### src/rtl/ifetch_queue_pkg.sv
// Shared types and defaults for the instruction fetch queue.
package ifetch_queue_pkg;

  localparam logic [31:0] RESET_PC_DEFAULT = 32'h0000_0000;

  typedef struct packed {
    logic [31:0] pc;
    logic [31:0] instr;
  } fetch_entry_t;

endpackage

### src/rtl/ifetch_queue_fetch_fifo.sv
// Circular FIFO holding fetched {pc, instr} entries; combinational head read.
// Flush has priority over push and pop in the same cycle.
module fetch_fifo #(
  parameter int  DEPTH = 8,
  parameter type T     = logic [63:0]
) (
  input  logic                     clk,
  input  logic                     reset,
  input  logic                     flush,
  input  logic                     push,
  input  T                         push_data,
  input  logic                     pop,
  output T                         head_data,
  output logic [$clog2(DEPTH):0]   count,
  output logic                     empty
);

  localparam int AW = $clog2(DEPTH);

  T                mem [DEPTH];
  logic [AW-1:0]   head;
  logic [AW-1:0]   tail;
  logic            full;
  logic            do_push;
  logic            do_pop;

  assign empty     = (count == '0);
  assign full      = (count == (AW+1)'(DEPTH));
  assign do_push   = push && !flush;
  assign do_pop    = pop && !empty && !flush;
  assign head_data = mem[head];

  always_ff @(posedge clk) begin
    if (do_push && !reset) begin
      mem[tail] <= push_data;
    end
  end

  always_ff @(posedge clk) begin
    if (reset || flush) begin
      head  <= '0;
      tail  <= '0;
      count <= '0;
    end else begin
      if (do_push) tail <= tail + 1'b1;
      if (do_pop)  head <= head + 1'b1;
      count <= count + {{AW{1'b0}}, do_push} - {{AW{1'b0}}, do_pop};
    end
  end

  // The issue gating upstream guarantees a free slot for every response.
  always_ff @(posedge clk) begin
    if (!reset && do_push) begin
      assert (!full);
    end
  end

endmodule

### src/rtl/ifetch_queue.sv
// Fetch stage: PC register driving a 1-cycle imem, responses buffered for decode.
// Redirect flushes the queue, drops the in-flight read and restarts at the new PC.
module ifetch_queue
  import ifetch_queue_pkg::*;
#(
  parameter int          DEPTH    = 8,
  parameter logic [31:0] RESET_PC = RESET_PC_DEFAULT
) (
  input  logic        clk,
  input  logic        reset,
  output logic        imem_rd_en,
  output logic [31:0] imem_addr,
  input  logic [31:0] imem_rdata,
  input  logic        redirect_valid,
  input  logic [31:0] redirect_pc,
  output logic        inst_valid,
  output logic [31:0] inst,
  output logic [31:0] inst_pc,
  input  logic        decode_ready
);

  localparam int CW = $clog2(DEPTH) + 1;

  logic [31:0]  pc_q;
  logic [31:0]  inflight_pc_q;
  logic         inflight_q;
  logic [CW-1:0] count;
  logic [CW:0]  occupancy;
  logic         empty;
  logic         issue;
  logic         pop;
  fetch_entry_t push_entry;
  fetch_entry_t head_entry;

  // Conservative: a same-cycle pop does not free a slot for issue.
  assign occupancy = {1'b0, count} + {{CW{1'b0}}, inflight_q};
  assign issue     = !reset && !redirect_valid && (occupancy < (CW+1)'(DEPTH));

  assign imem_rd_en = issue;
  assign imem_addr  = pc_q;

  assign push_entry = '{pc: inflight_pc_q, instr: imem_rdata};
  assign inst_valid = !empty;
  assign inst       = head_entry.instr;
  assign inst_pc    = head_entry.pc;
  assign pop        = inst_valid && decode_ready;

  fetch_fifo #(
    .DEPTH (DEPTH),
    .T     (fetch_entry_t)
  ) u_fifo (
    .clk       (clk),
    .reset     (reset),
    .flush     (redirect_valid),
    .push      (inflight_q),
    .push_data (push_entry),
    .pop       (pop),
    .head_data (head_entry),
    .count     (count),
    .empty     (empty)
  );

  always_ff @(posedge clk) begin
    if (reset) begin
      pc_q          <= {RESET_PC[31:2], 2'b00};
      inflight_pc_q <= {RESET_PC[31:2], 2'b00};
      inflight_q    <= 1'b0;
    end else if (redirect_valid) begin
      pc_q       <= {redirect_pc[31:2], 2'b00};
      inflight_q <= 1'b0;
    end else begin
      inflight_q <= issue;
      if (issue) begin
        inflight_pc_q <= pc_q;
        pc_q          <= pc_q + 32'd4;
      end
    end
  end

endmodule

### config.mk
export PLATFORM = sky130hd
export DESIGN_NAME = ifetch_queue
export DESIGN_NICKNAME = d
export VERILOG_FILES = /design/src/rtl/ifetch_queue_pkg.sv /design/src/rtl/ifetch_queue_fetch_fifo.sv /design/src/rtl/ifetch_queue.sv
export SDC_FILE = /design/constraint.sdc
export NUM_CORES = 1
export LEC_CHECK = 0
export BUFFER_PORTS_ARGS = -buffer_cell sky130_fd_sc_hd__buf_2
export CORE_ASPECT_RATIO = 1.2
export CORE_UTILIZATION = 55
export DETAILED_ROUTE_END_ITERATION = 7
export PLACE_DENSITY = 0.74
export SLEW_MARGIN = 40
export SYNTH_ARGS = -nofsm -noshare
export SYNTH_HDL_FRONTEND = slang
export SYNTH_SLANG_ARGS = --single-unit
### constraint.sdc
create_clock -name clk -period 9.71 [get_ports clk]
set_input_delay 0.971 -clock clk [delete_from_list [all_inputs] [get_ports clk]]
set_output_delay 0.971 -clock clk [all_outputs]
set_load 0.1 [all_outputs]
# Yosys cells after proc, flatten, opt, wreduce, memory -nomap -nowiden
# Memories as Yosys holds them, arrays and structs flattened. A register that Yosys moved wholly into a read port is not among the register bits.
# Index checks and enable logic that the tools add are counted.
[op_classes] n_mux=6 n_bitwise=1 reduce_logical=15 order_cmp=1 n_addsub=6
[ops] cell="2-to-1 mux 32 bit" count=2
[ops] cell="adder 32 x 3 -> 32 bit, second input constant" count=1
[ops] cell="logical AND 1 bit" count=7
[ops] cell="adder 3 x 1 -> 3 bit, second input constant" count=2
[ops] cell="2-to-1 mux 3 bit" count=2
[ops] cell="adder 4 x 1 -> 5 bit" count=1
[ops] cell="< comparator 5 x 4 -> 1 bit, second input constant" count=1
[ops] cell="adder 4 x 1 -> 4 bit" count=1
[ops] cell="zero test 4 bit" count=1
[ops] cell="subtractor 4 x 1 -> 4 bit" count=1
[ops] cell="zero test 1 bit" count=3
[ops] cell="2-to-1 mux 1 bit" count=2
[ops] cell="AND reduction 2 bit" count=1
[ops] cell="nonzero test 2 bit" count=1
[ops] cell="OR reduction 2 bit" count=1
[ops] cell="logical OR 1 bit" count=1
[ops] cell="inverter 1 bit" count=1
[word_totals] output_inout_bits=98 ramBits=512 reg_bits=75 in_bits=68 elab_cells=37 mem_count=1
[mem_list] name="u_fifo.mem" depth=8 width=64 read_ports=1 rd_clocked_by_memory_dff=1 wr=1 line="ifetch_queue_fetch_fifo.sv:20" text="T mem [DEPTH];"

# Logic depth before layout (Yosys ltp)
# Gate-level depths: netlist of the first run.
[logic_depth] depth_word=7 mapped_depth=12 depth_no_buf=12

# Hierarchy
# From an unflattened synthesis of the first run, not the netlist that was laid out.
[unflattened] hier_cells=1195 hier_area_um2=22818.1
[by_module_without_submodules] mod="fetch_fifo" cells_per_inst=814 seq_area_each_um2=15635.0 area_per_inst_um2=19860.3 n_inst=1
[by_module_without_submodules] mod="ifetch_queue" cells_per_inst=381 seq_area_each_um2=1221.2 area_per_inst_um2=2957.8 n_inst=1

# Least setup slack after synthesis of the first run
# No wires, ideal clock.
[synth_path] path_type="in2reg" startpoint="in reset" endpoint="mem u_fifo.mem[0][0] in the netlist's numbering (enable)" required_time_ns=9.152 arrival_time_ns=5.727 slack_ns=3.425 n_path_buf=1 setup_time_ns=0.558 stages=4 path_cell_list="clkbuf_1 > nor2_1 > nand3b_1 > nor3_1"
[synth_via] elab_chain_cells=4
[synth_lines] element="from (decl)" line="ifetch_queue.sv:10" text="input logic reset,"
[synth_lines] element="zero test 1 bit" line="ifetch_queue_fetch_fifo.sv:34" text="if (do_push && !reset) begin"
[synth_lines] element="logical AND 1 bit" line="ifetch_queue_fetch_fifo.sv:34"
[synth_lines] element="2-to-1 mux 1 bit" line="ifetch_queue_fetch_fifo.sv:34"
[synth_lines] element="2-to-1 mux 1 bit (not written as such)" line="ifetch_queue_fetch_fifo.sv:35" text="mem[tail] <= push_data;"
[synth_lines] element="to (decl)" line="ifetch_queue_fetch_fifo.sv:20"
# No other way between the ends.

==> out/metrics.csv, run 1 <==
stage;metric;value;unit
routing;routed vias;11000;
placed_design;placed insts;1782;
setup_path;Crit Path Class;flop to primary output;
placed_design;Post-DP HPWL;22.8;mm
finish;share of cells above drive strength 1;0.344;
setup_path;crit-path cells;clkbuf_8, mux4_2, mux2_2, buf_2;
flow_run;number of max-cap violations;0;
finish;FILL cells;2737;
synthesis;post-synthesis instance area;22300;sq um
setup_path;worst-path fanout max;53;
timing;Slew headroom;0.451;
finish;final instance count without filler cells;1879;
synthesis;register bit total from synthesis;570;
placed_design;worst slack, placed;5.75;ns
pwr;total leakage power;8.83;nW
clock_tree;CTS H-tree depth;2;
placed_design;dpl cell area;23700;sq um
die;Core ar.;39900;sq um
global_routing;GR Overflow Total;0;
synthesis;Yosys top cell area share;0.667;
global_routing;first-pass GRT wire length;65.6;mm
synthesis;Post-Syn Instances;1135;
global_routing;pin count of the biggest net entering global routing;75;
hold_path;hold crit path type;flop to flop;
global_routing;met2 usage;0.357;
clock_tree;Root Buffer;clkbuf_16;
clock_tree;Inserted Clock Buffers;53;
timing;FMAX;229;MHz
setup_path;arrival time at the worst endpoint;3.39;ns
placed_design;port buffer count;159;
setup_path;Worst path slowest cell;dfxtp_4;
synthesis;EDFF count, synth;496;
synthesis;Warnings, synthesis;0;
routing;DR vias/cell;5.84;
global_routing;met1 Track Usage GR;0.295;
die;die width;186;microns
timing;worst slew pin tran;0.824;ns
timing;final hold vios;0;
clock_tree;Post-CTS Hold Fix Bufs;0;
finish;register area;16400;sq um
finish;commonest non-fill, non-tap cell in the layout;edfxtp_1;
setup_path;max incr delay on CP;0.84;ns
global_routing;GRT Util Overall;0.214;
routing;DRT antenna net count;0;
clock_tree;total setup buffers inserted after CTS;0;
routing;routed len/inst;23.1;microns
die;row count;80;
finish;footprint of the multi-input gates;5540;sq um
global_routing;vias in the first global route;11200;
setup_path;startpoint type of the worst setup path;flop;
placed_design;gp weighted congestion;0.848;
synthesis;Netlist cell types;52;
clock_tree;CTS tree;yes;
timing;setup slack after layout;5.35;ns
finish;diodes inserted;0;
setup_path;Crit. End Element;primary output;
clock_tree;CTS Sinks;570;
global_routing;global routing usage on met3;0.0341;
timing;final period demand of the worst path;4.36;ns
routing;drt pass-1 iters;5;
synthesis;Main synth FF type;edfxtp_1;
synthesis;Synth area leaders;edfxtp_1 67%, mux4_2 13%, dfxtp_1 6.6%;
finish;fin nets;1383;
clock_tree;Max clock buf depth;3;
routing;DRT iter0 DRCs;764;
outcome;status;complete, no violations;
timing;final worst-path cycle share;0.449;
timing;clk_skew;0.0149;ns
finish;commonest non-fill, non-tap cells in the layout;496 x edfxtp_1, 159 x buf_2, 124 x mux4_2;
routing;Total Wirelength;43.4;mm
synthesis;sequential share of the synthesized area;0.733;
global_routing;GRT busiest layer;met2;
die;area of the die;41400;sq um
timing;RSZ-0062 raised after global routing;no;
die;Die Span Y;223;microns
pwr;pwr dens;195;nW/um^2
synthesis;syn avg cell area;19.7;sq um
die;effective utilization at floorplan;0.559;
global_routing;antenna violations before repair;1;
timing;Final setup viols;0;
clock_tree;Worst-path clk slew;0.07;ns
clock_tree;CTS resizes;0;
finish;Area Growth Syn to Fin;13.5;%
clock_tree;Worst-Skew Late Latency;0.57;ns
synthesis;Synth async-reset ratio;0;
die;# IOs;166;
routing;Post-route DRC;0;
finish;post-route cell area;25300;sq um
timing;setup TNS;0;ns
synthesis;Synth area leader;edfxtp_1;
setup_path;WP data required;8.74;ns
pwr;maximum VDD drop;153;uV
timing;Slew Viols, Final;0;
path summary, 6_finish.rpt:
check / startpoint / to / slack [ns] / cells after the start
worst min-delay path: u_fifo.head[1] / flop / 0.49 / 2
worst min register to register: u_fifo.head[1] / flop / 0.49 / 2
worst max register to register: inflight_q / u_fifo.mem[1][61] / 6.93 / 4
worst max-delay path: flop / inst_pc[13] / 5.35 / 4
where the power goes:
part           internal (W)  switching, W
registers           0.00267     0.0000332
clock network       0.00113      0.000855
logic             0.0000654      0.000195
total               0.00387       0.00108
area by class of cell:
cell class,instances,area share
sequential,570,0.647
timing repair buffer,175,0.0377
clock inverter,30,0.0101
tap,533,0.0263
multi-input combinational,471,0.219
clock buffer,67,0.0556
inverter,33,0.00489
Yosys cell counts, drive strengths merged, types with 3 or more instances:
library cell	n
a21oi	26
and2	4
and3	3
buf	35
clkbuf	29
dfxtp	74
edfxtp	496
ha	10
inv	33
mux2	62
mux2i	31
mux4	124
nand2	17
nand2b	4
nand3	7
nand4	17
nor2	53
nor2b	3
nor3	8
nor4	5
o2111ai	13
o21a	24
o21ai	5
o22ai	4
xnor2	25
xor2	8
state kept, by name, summed over array words and instances, names as in the netlist, named ones only:
name / count
u_fifo.mem: 496
u_fifo.head: 3
inflight_q: 1
u_fifo.count: 4
imem_addr: 30
u_fifo.tail: 3
inflight_pc_q: 30
kinds of logic (layout without fill, tap and decap cells):
group                      Yosys count  after routing  share of synthesized area
xor gates and xnor gates            33             33                     0.0129
AOI/OAI and AO/OA                   79             79                     0.0249
other                                1              4                   0.000168
muxes                              217            217                      0.170
adders and majority gates           11             11                    0.00650
buffers and inverters               97            305                     0.0219
and+or+nand+nor                    127            127                     0.0299
DFF                                570            570                      0.733
critical path: cells and delay by family, from the launching register on:
family	cells	cell delay, ns
flops	1	0.84
buf+inv	2	1.00
mux	2	0.93
stage by stage:
step,util,total power (W),hold WS (ns)
finish,0.634,0.00495,0.486
global route,0.634,0.00509,0.515
CTS,0.634,0.00498,0.490
detailed placement,0.593,0.00302,0.472
global placement,0.591,0.00301,0.476
floorplan,-,0.00295,0.454
per-layer routing:
| layer | up-vias | routed length [microns] |
|---|---|---|
| met3 | 64 | 2470 |
| met5 | - | 13 |
| met4 | 2 | 828 |
| met1 | 5684 | 18100 |
| li1 | 4884 | - |
| met2 | 339 | 22000 |
Note: power is estimated with default switching activity, not from simulation.
==> run 2: changes to the inputs <==
--- a/config.mk
+++ b/config.mk
@@ -5,11 +5,12 @@
 export SDC_FILE = /design/constraint.sdc
 export NUM_CORES = 1
 export LEC_CHECK = 0
+export ABC_AREA = 1
 export BUFFER_PORTS_ARGS = -buffer_cell sky130_fd_sc_hd__buf_2
 export CORE_ASPECT_RATIO = 1.2
-export CORE_UTILIZATION = 55
+export CORE_UTILIZATION = 54
 export DETAILED_ROUTE_END_ITERATION = 7
-export PLACE_DENSITY = 0.74
+export PLACE_DENSITY = 0.75
 export SLEW_MARGIN = 40
 export SYNTH_ARGS = -nofsm -noshare
 export SYNTH_HDL_FRONTEND = slang
==> constraint.sdc (replaced) <==
create_clock -name clk -period 3.8 [get_ports clk]
set_input_delay 0.38 -clock clk [delete_from_list [all_inputs] [get_ports clk]]
set_output_delay 0.38 -clock clk [all_outputs]
set_load 0.1 [all_outputs]
==> run 2 against run 1 <==
Sequential power grew to 2.6 times the previous value. Critical path depth is 4 higher. Via count is 41% higher. Combinational power grew to 2.7 times the previous value. Synthesized cell count is 77% higher. Worst hold slack worse by 0.43 ns. Largest cell class unchanged. Highest routed layer is now met4.
==> out/metrics.csv, run 2 <==
stage;metric;value;unit
die;area of the die;43700;sq um
routing;Post-route DRC;0;
timing;final worst-path cycle share;0.861;
die;Core ar.;42000;sq um
synthesis;post-synthesis instance area;23100;sq um
synthesis;Synth async-reset ratio;0;
pwr;maximum VDD drop;380;uV
placed_design;Post-DP HPWL;27.1;mm
timing;FMAX;306;MHz
timing;setup slack after layout;0.530;ns
synthesis;Post-Syn Instances;2006;
routing;DR vias/cell;5.68;
timing;Final setup viols;0;
global_routing;GRT Util Overall;0.228;
timing;Slew headroom;0.488;
clock_tree;Post-CTS Hold Fix Bufs;0;
finish;footprint of the multi-input gates;5910;sq um
finish;commonest non-fill, non-tap cell in the layout;edfxtp_1;
setup_path;arrival time at the worst endpoint;2.89;ns
synthesis;Warnings, synthesis;0;
synthesis;Synth area leaders;edfxtp_1 64%, nor2_1 7.3%, dfxtp_1 6.4%;
clock_tree;Worst-path clk slew;0.06;ns
finish;largest register by flop count;u_fifo.mem;
global_routing;pin count of the biggest net entering global routing;111;
finish;fin nets;2207;
hold_path;hold crit path type;input port to flop;
timing;clk_skew;0.0166;ns
clock_tree;total setup buffers inserted after CTS;0;
clock_tree;CTS tree;yes;
finish;register area;16400;sq um
die;row count;82;
global_routing;vias in the first global route;15100;
outcome;status;complete, no violations;
placed_design;worst slack, placed;1.06;ns
die;# IOs;166;
finish;commonest non-fill, non-tap cells in the layout;496 x edfxtp_1, 441 x nor2_1, 348 x nand2_1;
pwr;Pwr Total;0.0130;W
setup_path;startpoint type of the worst setup path;flop;
synthesis;Synth area leader;edfxtp_1;
synthesis;syn avg cell area;11.5;sq um
routing;DRT antenna net count;0;
setup_path;Crit Path Class;flop to primary output;
setup_path;WP data required;3.42;ns
die;effective utilization at floorplan;0.551;
clock_tree;CTS H-tree depth;2;
synthesis;Netlist cell types;28;
clock_tree;Max clock buf depth;3;
finish;Area Growth Syn to Fin;13.6;%
synthesis;most frequent cell after synthesis;edfxtp_1;
timing;final hold vios;0;
finish;max reg flops;496;
global_routing;GR Overflow Total;0;
routing;drt pass-1 iters;5;
timing;Slew Viols, Final;0;
synthesis;Yosys top cell area share;0.644;
die;Die Span Y;229;microns
synthesis;EDFF count, synth;496;
routing;routed vias;15500;
routing;DRT iter0 DRCs;1113;
routing;DR top layer;met4;
synthesis;sequential share of the synthesized area;0.708;
clock_tree;Root Buffer;clkbuf_16;
clock_tree;Inserted Clock Buffers;54;
pwr;total leakage power;9.36;nW
routing;wl on met1;20.3;mm
finish;FILL cells;3122;
global_routing;first-pass GRT wire length;78.2;mm
routing;routed len/inst;18.3;microns
clock_tree;Worst-Skew Late Latency;0.58;ns
routing;Total Wirelength;49.8;mm
setup_path;Crit. End Element;primary output;
routing;WL met2;25.1;mm
placed_design;port buffer count;159;
timing;worst slew pin tran;0.764;ns
placed_design;gp weighted congestion;0.919;
timing;final period demand of the worst path;3.27;ns
timing;RSZ-0062 raised after global routing;no;
synthesis;most frequent cells after synthesis;496 x edfxtp_1, 449 x nor2_1, 348 x nand2_1;
flow_run;number of max-cap violations;0;
global_routing;antenna violations before repair;1;
finish;share of cells above drive strength 1;0.130;
die;die width;191;microns
setup_path;worst-path fanout max;91;
synthesis;Main synth FF type;edfxtp_1;
synthesis;register bit total from synthesis;570;
clock_tree;CTS Sinks;570;
pwr;pwr dens;493;nW/um^2
routing;met3 wire len;3.35;mm
clock_tree;CTS resizes;0;
## run 2: report_power, final
| group | leakage (nW) | internal, W | switching (W) | total (W) |
|---|---|---|---|---|
| Sequential | 5.12 | 0.00687 | 0.0000945 | 0.00697 |
| Clock | 0.854 | 0.00311 | 0.00218 | 0.00529 |
| Combinational | 3.39 | 0.000138 | 0.000559 | 0.000697 |
| Total | 9.36 | 0.0101 | 0.00283 | 0.0130 |
## run 2: cell type report
cell class,instances,area share
Inverter,75,0.0109
Timing Repair Buffer,184,0.0471
Tap cell,546,0.0260
Clock inverter,19,0.00757
Antenna cell,4,0.000381
Multi-Input combinational cell,1243,0.225
Clock buffer,81,0.0596
Sequential cell,570,0.624
## run 2: path summary, 6_finish.rpt
check                                    endpoint             from  cells past startpoint  slack [ns]
worst max-delay path                  inst_pc[12]             flop                      8        0.53
worst min-delay path            u_fifo.mem[4][24]   imem_rdata[24]                      1        0.06
worst max register to register      imem_addr[25]  u_fifo.count[1]                      8        1.34
worst min register to register               flop   u_fifo.head[2]                      2        0.47
## run 2: metal layers
metal | up-vias | global-route usage
met5 | - | 0
met4 | 0 | 0.0803
met3 | 68 | 0.0364
met2 | 578 | 0.386
met1 | 7497 | 0.296
li1 | 7316 | -
## run 2: per-stage QoR
step	std cells	hold WS [ns]	util	setup TNS [ns]	instance area [sq um]
after floorplan	2009	0.433	-	-162.87	23100
after global placement	2616	0.454	0.583	0	24500
after detailed placement	2617	0.465	0.583	0	24500
after CTS	2717	0.0390	0.625	0	26200
after global routing	2719	0.0567	0.626	0	26300
final	2722	0.0588	0.626	0	26300
## run 2: logic make-up (layout without fill, tap and decap cells)
family | count (synthesis) | after routing | synth area share
simple gates | 868 | 868 | 0.146
flops | 570 | 570 | 0.708
compound gates | 352 | 352 | 0.0968
buf+inv | 196 | 359 | 0.0393
fa+ha+maj | 11 | 11 | 0.00628
xor+xnor | 8 | 8 | 0.00303
other cells | 1 | 8 | 0.000162
## run 2: worst max-delay path, stage by stage, from the launching register on
cell and delay [ns]:
dfxtp_4 0.46, buf_12 0.24, inv_6 0.11, buf_12 0.31, nor2_1 0.11, o32ai_1 0.29
nand2_1 0.08, nand2_1 0.15, buf_2 0.44
==> run 3: changes to the inputs <==
--- a/config.mk
+++ b/config.mk
@@ -8,10 +8,10 @@
 export ABC_AREA = 1
 export BUFFER_PORTS_ARGS = -buffer_cell sky130_fd_sc_hd__buf_2
 export CORE_ASPECT_RATIO = 1.2
-export CORE_UTILIZATION = 54
+export CORE_UTILIZATION = 40
 export DETAILED_ROUTE_END_ITERATION = 7
-export PLACE_DENSITY = 0.75
 export SLEW_MARGIN = 40
 export SYNTH_ARGS = -nofsm -noshare
 export SYNTH_HDL_FRONTEND = slang
 export SYNTH_SLANG_ARGS = --single-unit
+export TNS_END_PERCENT = 1
==> run 3 against run 2 <==
Clock power barely moved. Largest power group unchanged. Wire length rose by 8.6%. Cell area rose by 1.3%.
==> out/metrics.csv, run 3 (synthesis results as in run 2) <==
stage;metric;value;unit
finish;FILL cells;5179;
setup_path;Crit Path Class;flop to primary output;
routing;DRT antenna net count;0;
timing;final worst-path cycle share;0.872;
die;effective utilization at floorplan;0.404;
setup_path;crit-path cells;buf_12, buf_12, inv_6, buf_12, nor2_1, o32ai_1, nand2_1, nand2_1, buf_2;
routing;drt pass-1 iters;7;
pwr;Pwr Total;0.0130;W
flow_run;number of max-cap violations;0;
setup_path;arrival time at the worst endpoint;2.93;ns
placed_design;port buffer count;159;
timing;clk_skew;0.0112;ns
routing;Post-route DRC;0;
routing;Total Wirelength;54.1;mm
timing;final period demand of the worst path;3.31;ns
clock_tree;Worst-Skew Late Latency;0.61;ns
clock_tree;Inserted Clock Buffers;56;
hold_path;Worst Hold Launch;imem_rdata[6];
timing;worst slew pin tran;0.781;ns
setup_path;startpoint type of the worst setup path;flop;
clock_tree;Root Buffer;clkbuf_16;
global_routing;GR Overflow Total;0;
routing;routed vias;15400;
die;Die Span Y;265;microns
global_routing;first-pass GRT wire length;83.5;mm
die;# IOs;166;
timing;Final setup viols;0;
global_routing;vias in the first global route;14800;
finish;commonest non-fill, non-tap cell in the layout;edfxtp_1;
die;row count;96;
timing;RSZ-0062 raised after global routing;no;
clock_tree;Max clock buf depth;3;
global_routing;pin count of the biggest net entering global routing;97;
finish;commonest non-fill, non-tap cells in the layout;496 x edfxtp_1, 441 x nor2_1, 348 x nand2_1;
routing;DR vias/cell;5.24;
hold_path;hold depth;1;
finish;share of cells above drive strength 1;0.142;
setup_path;reg2reg start;u_fifo.count[1];
finish;largest register by flop count;u_fifo.mem;
die;die width;221;microns
timing;Slew headroom;0.479;
finish;Area Growth Syn to Fin;15.1;%
finish;max reg flops;496;
timing;Slew Viols, Final;0;
setup_path;most used cell, CP;buf_12;
clock_tree;CTS resizes;0;
global_routing;antenna violations before repair;0;
die;Core ar.;57200;sq um
die;area of the die;58800;sq um
pwr;maximum VDD drop;361;uV
routing;routed len/inst;18.5;microns
setup_path;worst-path fanout max;96;
placed_design;gp weighted congestion;0.852;
timing;FMAX;302;MHz
finish;diodes inserted;0;
global_routing;GRT Util Overall;0.182;
setup_path;WP data required;3.42;ns
clock_tree;CTS Sinks;570;
hold_path;hold crit path type;input port to flop;
pwr;total leakage power;9.45;nW
setup_path;Crit. End Element;primary output;
setup_path;FF-to-FF path depth;8;
clock_tree;Worst-path clk slew;0.06;ns
setup_path;max incr delay on CP;0.46;ns
clock_tree;CTS tree;yes;
finish;Util after Layout;0.466;
timing;final hold vios;0;
outcome;status;complete, no violations;
placed_design;Post-DP HPWL;31.1;mm
setup_path;Worst path slowest cell;buf_2;
clock_tree;CTS H-tree depth;2;
routing;DRT iter0 DRCs;1112;
finish;fin nets;2228;
pwr;pwr dens;488;nW/um^2
==> run 3: cell count changes in the layout (fill, tap and decap cells not counted), moves of 2 or more <==
| cell | delta |
|---|---|
| buf_4 | +20 |
| clkbuf_1 | -13 |
| clkinv_2 | +7 |
| clkinv_1 | +6 |
| clkinvlp_4 | +6 |
| diode_2 | -4 |
| buf_12 | -3 |
| dlygate4sd3_1 | +3 |
| clkbuf_8 | -2 |
| inv_6 | +2 |
==> run 3: worst max-delay path: cells and delay by family (launching register included) <==
family | cells | cell delay (ns)
AO/OA/AOI/OAI | 1 | 0.24
buffers and inverters | 5 | 1.31
flip-flops | 1 | 0.38
AND/OR/NAND/NOR | 3 | 0.35
==> run 3: cell type report <==
cell class	instances	area (sq um)	area share
multi-input cells	1243	5910	0.222
repair buffers	203	1350	0.0506
clock inverters	39	284	0.0107
clock buffers	66	1490	0.0560
flip-flops and latches	570	16400	0.616
well taps	735	920	0.0345
inverters	75	287	0.0108
==> run 3: stage by stage <==
stage                     std cells  instance area (sq um)  TNS [ns]  hold WS (ns)  setup WS [ns]
final                          2931                  26600         0        0.0419          0.488
after global routing           2931                  26600         0        0.0281          0.315
after CTS                      2930                  26600         0       0.00358          0.429
after detailed placement       2822                  24800         0         0.446           1.09
after global placement         2820                  24800         0         0.443          0.927
after floorplan                2009                  23100   -162.87         0.433         -0.328
==> run 3: where the power goes <==
group	internal [W]	switching [W]	leakage, nW
combinational	0.000143	0.000567	3.48
sequential	0.00687	0.0000971	5.12
clock	0.00300	0.00232	0.854
==> run 3: path summary, 6_finish.rpt <==
path | to | slack [ns]
min reg2reg | flop | 0.47
min | u_fifo.mem[3][6] | 0.04
max reg2reg | imem_addr[22] | 1.45
max | inst_pc[29] | 0.49
==> run 3: what timing repair did <==
action / CTS / global route
buffers inserted: 0 / 0
hold buffers: 3 / 0
endpoints found under the setup margin: 0 / 0
endpoints found under the hold margin: 24 / 0
==> run 3: per-layer routing <==
layer,vias to the layer above,GRT usage,wire length (microns)
li1,7357,-,-
met1,7539,0.243,24100
met2,380,0.305,26000
met3,87,0.0291,2750
met4,0,0.0541,1300
met5,-,0,0
